[src/rtl/fpu_pkg.sv]
// fpu_pkg: constants and types shared by the FPU issue/collect stages
package fpu_pkg;

    localparam int FMUL_LAT = 1;

    typedef logic [31:0] float32_t;

    // Width of a result FIFO entry holding a product and its tag.
    function automatic int res_w(input int tag_w);
        return 32 + tag_w;
    endfunction

endpackage

[src/rtl/fpu_res_fifo.sv]
// fpu_res_fifo: generic synchronous circular-buffer FIFO for FPU results
module fpu_res_fifo #(
    parameter int WIDTH = 37,
    parameter int DEPTH = 4
) (
    input  logic                           clk,
    input  logic                           rst,
    input  logic                           push,
    input  logic                           pop,
    input  logic [WIDTH-1:0]               din,
    output logic [WIDTH-1:0]               dout,
    output logic [$clog2(DEPTH+1)-1:0]     count
);

    localparam int AW = DEPTH > 1 ? $clog2(DEPTH) : 1;
    localparam int CW = $clog2(DEPTH + 1);

    logic [AW-1:0]    rd;
    logic [AW-1:0]    wr;
    logic [WIDTH-1:0] mem [DEPTH];
    logic             do_pop;

    function automatic logic [AW-1:0] nxt(input logic [AW-1:0] p);
        return (p == AW'(DEPTH - 1)) ? '0 : p + 1'b1;
    endfunction

    assign do_pop = pop && (count != '0);
    assign dout   = mem[rd];

    // Pointer and occupancy bookkeeping; simultaneous push/pop leaves count unchanged.
    always_ff @(posedge clk) begin
        if (rst) begin
            rd    <= '0;
            wr    <= '0;
            count <= '0;
        end else begin
            if (push)
                wr <= nxt(wr);
            if (do_pop)
                rd <= nxt(rd);
            count <= count + CW'(push) - CW'(do_pop);
        end
    end

    // Storage write; contents need no reset since count masks stale entries.
    always_ff @(posedge clk) begin
        if (push)
            mem[wr] <= din;
    end

    // A push into a full FIFO without a matching pop would lose data.
    always_ff @(posedge clk) begin
        if (!rst)
            assert (!(push && !do_pop && count == CW'(DEPTH)))
            else $error("fpu_res_fifo overflow");
    end

endmodule

[src/rtl/fmul_issue.sv]
// fmul_issue: credit-checked issue into fmul with in-order result collection
module fmul_issue
    import fpu_pkg::*;
#(
    parameter int TAG_W = 5,
    parameter int DEPTH = 4
) (
    input  logic             clk,
    input  logic             rst,
    input  logic             in_valid,
    output logic             in_ready,
    input  float32_t         in_x1,
    input  float32_t         in_x2,
    input  logic [TAG_W-1:0] in_tag,
    output float32_t         fmul_x1,
    output float32_t         fmul_x2,
    input  float32_t         fmul_y,
    output logic             out_valid,
    input  logic             out_ready,
    output float32_t         out_y,
    output logic [TAG_W-1:0] out_tag,
    output logic             busy
);

    localparam int CW = $clog2(DEPTH + 1);
    localparam int UW = $clog2(DEPTH + FMUL_LAT + 1);
    localparam int RW = res_w(TAG_W);

    logic                issue;
    logic                pop;
    logic [FMUL_LAT-1:0] vld;
    logic [TAG_W-1:0]    tg [FMUL_LAT];
    logic [CW-1:0]       count;
    logic [UW-1:0]       used;
    logic [RW-1:0]       head;

    assign fmul_x1   = in_x1;
    assign fmul_x2   = in_x2;
    assign used      = UW'(count) + UW'($countones(vld));
    assign in_ready  = !rst && (used < UW'(DEPTH));
    assign issue     = in_valid && in_ready;
    assign out_valid = count != '0;
    assign pop       = out_valid && out_ready;
    assign busy      = out_valid || (|vld);
    assign out_y     = head[RW-1:TAG_W];
    assign out_tag   = head[TAG_W-1:0];

    // Valid bits track which fmul slots hold a real product; cleared on reset.
    always_ff @(posedge clk) begin
        if (rst) begin
            vld <= '0;
        end else begin
            vld[0] <= issue;
            for (int i = 1; i < FMUL_LAT; i++)
                vld[i] <= vld[i-1];
        end
    end

    // Tags ride alongside the valid bits; their value is ignored when invalid.
    always_ff @(posedge clk) begin
        tg[0] <= in_tag;
        for (int i = 1; i < FMUL_LAT; i++)
            tg[i] <= tg[i-1];
    end

    // Issued-but-unpopped operations must never exceed the FIFO capacity.
    always_ff @(posedge clk) begin
        if (!rst)
            assert (used <= UW'(DEPTH))
            else $error("fmul_issue credit overrun");
    end

    fpu_res_fifo #(
        .WIDTH (RW),
        .DEPTH (DEPTH)
    ) u_fifo (
        .clk   (clk),
        .rst   (rst),
        .push  (vld[FMUL_LAT-1]),
        .pop   (pop),
        .din   ({fmul_y, tg[FMUL_LAT-1]}),
        .dout  (head),
        .count (count)
    );

endmodule
[config.mk]
export PLATFORM = sky130hd
export DESIGN_NAME = fmul_issue
export DESIGN_NICKNAME = d
export VERILOG_FILES = /design/src/rtl/fpu_pkg.sv /design/src/rtl/fpu_res_fifo.sv /design/src/rtl/fmul_issue.sv
export SDC_FILE = /design/constraint.sdc
export NUM_CORES = 1
export LEC_CHECK = 0
export ABC_AREA = 1
export BUFFER_PORTS_ARGS = -buffer_cell sky130_fd_sc_hd__buf_4
export CAP_MARGIN = 20
export CORE_UTILIZATION = 45
export CTS_CLUSTER_DIAMETER = 100
export DETAILED_ROUTE_END_ITERATION = 10
export HOLD_SLACK_MARGIN = 0.15
export PLACE_DENSITY = 0.77
export SLEW_MARGIN = 20
export SYNTH_ARGS = -nofsm -noshare
export SYNTH_HDL_FRONTEND = slang
export SYNTH_SLANG_ARGS = --single-unit
[constraint.sdc]
create_clock -name clk -period 1.7 [get_ports clk]
set_clock_uncertainty 0.05 [all_clocks]
set_input_delay 0.51 -clock clk [delete_from_list [all_inputs] [get_ports clk]]
set_output_delay 0.51 -clock clk [all_outputs]
set_load 0.01 [all_outputs]
Word level (Yosys, flattened, before mapping)

Memories as Yosys holds them, arrays and structs flattened. A register that Yosys moved wholly into a read port is not among the register bits.
Cells that the tools add are included.

Bits in registers: 8
Memory bits (writable): 153
Bits of input ports: 105
Logic and storage cells: 26
Memories kept: 2

Add/subtract/negate cells: 4
Order comparisons: 1
Equality and inequality tests: 2
Mux-type cells: 6
Reduce and logical (&&, ||, !) cells: 7

Memory list:

| memory     | depth | width | rd ports | clocked after Yosys merged registers in | write ports | line               | RTL |
|---|---|---|---|---|---|---|---|
| u_fifo.mem | 4     | 37    | 1        | 1                                       | 1           | fpu_res_fifo.sv:20 | `logic [WIDTH-1:0] mem [DEPTH];` |
| tg         | 1     | 5     | 1        | 0                                       | 1           | fmul_issue.sv:32   | `logic [TAG_W-1:0] tg [FMUL_LAT];` |

Operators with widths:

| operator                                          | count |
|---|---|
| 2-to-1 mux 2 bit                                  | 4 |
| adder 2 x 1 -> 2 bit, second input constant       | 2 |
| == test 2 bit, second input constant              | 2 |
| logical AND 1 bit                                 | 4 |
| adder 3 x 1 -> 3 bit                              | 1 |
| less-than comparator 3 bit, second input constant | 1 |
| nonzero test 3 bit                                | 1 |
| subtractor 3 x 1 -> 3 bit                         | 1 |
| 2-to-1 mux 1 bit                                  | 2 |
| zero test 1 bit                                   | 1 |
| logical OR 1 bit                                  | 1 |

Longest topological paths before layout

Depth in word-level cells: 5
Gate-level depth with buffers: 7

Cells and area by module

A second synthesis with hierarchy kept.

Cell total of the unflattened synthesis: 502
Area, all modules: 6617.6 um^2

Modules (own cells, without submodules):

| module       | instances | cells an instance | area an instance (um^2) | sequential area each (um^2) |
|---|---|---|---|---|
| fpu_res_fifo | 1         | 418               | 5948.2                  | 4624.4 |
| fmul_issue   | 1         | 84                | 669.4                   | 120.1 |

Worst setup path before layout

OpenSTA, ideal clock, no wires.

Kind: reg-to-reg
Start point: register u_fifo.wr[0]
End point: memory u_fifo.mem[2][0], enable pin
Arrival: 1.321 ns
Data required time: 1.258 ns
Slack: -0.063 ns
Stages on the path, launching flop included: 5
Path buffers: 0
Path through: dfxtp_1 > inv_1 > ha_1 > nand2_1 > inv_1

RTL lines:

| what                   | line               | RTL |
|---|---|---|
| from (decl)            | fpu_res_fifo.sv:19 | `logic [AW-1:0] wr;` |
| from (signal assigned) | fpu_res_fifo.sv:38 | `wr <= nxt(wr);` |
| to (decl)              | fpu_res_fifo.sv:20 |  |

No word-level cell before the write port.

==> results.cfg <==
[cells_and_area]
finalInstanceArea_um2 = 8210
final_cell_mix = edfxtp_1, buf_4, nor2_1, o21ai_1, o22ai_1
final_common_cell = edfxtp_1
finalNonFillerCells = 743
antenna_cells = 0
nNetsFinal = 664
drive_gt1_frac = 0.371
syn_to_final_growth_pct = 24.7

[global_route]
grt_use_met2 = 0.410
grt_max_degree = 27
gr-usage-met3 = 0.0720
grt.total_usage = 0.229
gr-max-usage-layer = met2
grtUsageMet1 = 0.240
antenna_found_initial = 0
grt_pass1_vias = 4021
grt_pass1_wl_mm = 24.1
grt_overflow_total = 0

[setup_path]
critPathMostFrequentCell = buf_4
crit_family = flip-flops
endpoint_kind = primary output
startpoint_type = register
worst-path-buf-inv = 2
path_cells = buf_4 > o21ai_0 > o22ai_1 > buf_4
cpPeakStageDelay_ps = 440
slowest_stage = dfxtp_4
critPathMaxFanout = 10
crit_required_ps = 1140
crit_type = reg2out
worst_ep_arrival_time_ps = 1560

[floorplanning]
rows = 43
initial_core_util = 0.467
dieHeight_um = 123
io_pins = 209
coreArea_um2 = 14100
die-area_um2 = 15100
fp.dieW_um = 123

[route]
drc = 0
routedWlPerCell_um = 22.8
viasPerCell = 5.53
wl_mm = 17.0
dr.pass1.iters = 5
drt_iter0_drc = 307
ant_nets = 0
num_vias = 4106

[pwr]
power.leakage_uw = 0.00299
fin_total_pwr_uw = 13200
irDropWorstVdd_mv = 1.20
p_per_area_nw_per_um2 = 1610

[synthesis]
yosys_warnings = 0
ys_seq_elements = 163
postSynthAreaPerCell_um2 = 13.4
synth_area_leader_cell = edfxtp_1
synthCells = 493
ys_top_cells_by_area = edfxtp_1, buf_4, nor2_1
synth_top_area_frac = 0.675
synth_nets = 607
synth_seq_area_share = 0.720
syn-cell-area_um2 = 6590
ys_types = 22

[flow_run]
cap_viol_max_count = 0

[clock_tree]
insertion_delay_ps = 420
htreeDepth = 4
cts_sinks = 163
cts_root_buffer = clkbuf_16
numCtsBuffers = 17
clk_pin_slew_worst_paths_ps = 60
cts_buffer_depth = 2
cts_tree = yes

[placement]
portBuffers = 80
place_hpwl_mm = 10.9
dp.cells = 691
postPlaceCellArea_um2 = 7040
gp_congestion = 0.733

[timing]
fin_ws_ps = -424
setup_viol = 39
clock.fmax_mhz = 471
drv_slew = 0
rsz0062_at_grt = yes
period_share = 1.25
hold_viol = 0
tightest_slew_ps = 393
slew_headroom = 0.738
min_period_ps = 2120

[outcome]
violations = negative setup slack
outcome = finished with violations

[worst_hold_path]
hp-class = in2reg
==> worst paths after layout <==
check,slack [ps],start,to,depth (start not counted)
hold / removal,230,rst,u_fifo.count[1]$_SDFF_PP0_,2
setup reg to reg,180,u_fifo.wr[0]$_SDFFE_PP0P_,u_fifo.mem[2][36]$_DFFE_PP_,5
hold reg to reg,430,tg[0][4]$_DFF_P_,u_fifo.mem[1][4]$_DFFE_PP_,0
setup / recovery,-420,register,out_y[4],4
==> cell usage after synthesis <==
master and count:
inv_2 1, a21oi_1 3, a21boi_0 1, buf_2 4, nand2_1 10, or2_2 1
buf_4 65, nand3_1 4, edfxtp_1 148, xor2_1 1, ha_1 9, buf_6 8
nor2_1 82, xnor2_1 1, o21ai_1 28, clkbuf_1 9, o22ai_1 37, inv_1 16
clkbuf_2 1, nor3_1 2, dfxtp_1 15, o21ai_0 47
==> registers in the layout, summed over array words and instances, names as in the netlist, named ones only <==
register and cells:
u_fifo.mem 148, u_fifo.count 3, vld 1, tg 5, u_fifo.rd 2, u_fifo.wr 2
==> cell type report <==
class	count	area (um2)
sequential	163	4760
clock inverter	13	146
clock buffer	19	453
multi-input combinational	226	1380
tap	180	225
timing repair buffer	125	1150
fill	1042	5880
inverter	17	91.3
==> timing repair <==
action / CTS / global route
endpoints found under the hold margin: 5 / 0
buffers inserted: 4 / 7
hold buffers: 5 / 0
pin swaps: 13 / 26
resized for setup: 57 / 61
endpoints found under the setup margin: 40 / 40
cloned: 4 / 0
==> kinds of logic after synthesis <==
kind of cell               share of synthesized area
AOI/OAI and AO/OA                             0.0956
xor gates and xnor gates                     0.00266
adders and majority gates                     0.0171
buffers and inverters                          0.106
DFF                                            0.720
and+or+nand+nor                               0.0579
==> per-stage QoR <==
stage               setup TNS [ps]  hold WS (ps)  worst slack (ps)  utilization
global route                -16090           219              -463        0.583
floorplan                        0           388              29.9            -
finish                      -13780           228              -424        0.583
CTS                         -14660           216              -430        0.566
global placement             -47.2           400             -23.2        0.500
detailed placement            -167           411             -62.1        0.500
==> layer usage <==
metal,part of all wire,up-vias
met5,0,-
met4,0.042,0
met3,0.093,53
met2,0.53,230
met1,0.33,1991
li1,-,1832
==> power breakdown <==
| group | internal [uW] | total (uW) | switching, uW |
|---|---|---|---|
| sequential | 4680 | 4870 | 185 |
| clock | 2270 | 3820 | 1560 |
| combinational | 2170 | 4550 | 2390 |
| total | 9110 | 13200 | 4130 |
Note: power is estimated with default switching activity, not from simulation.
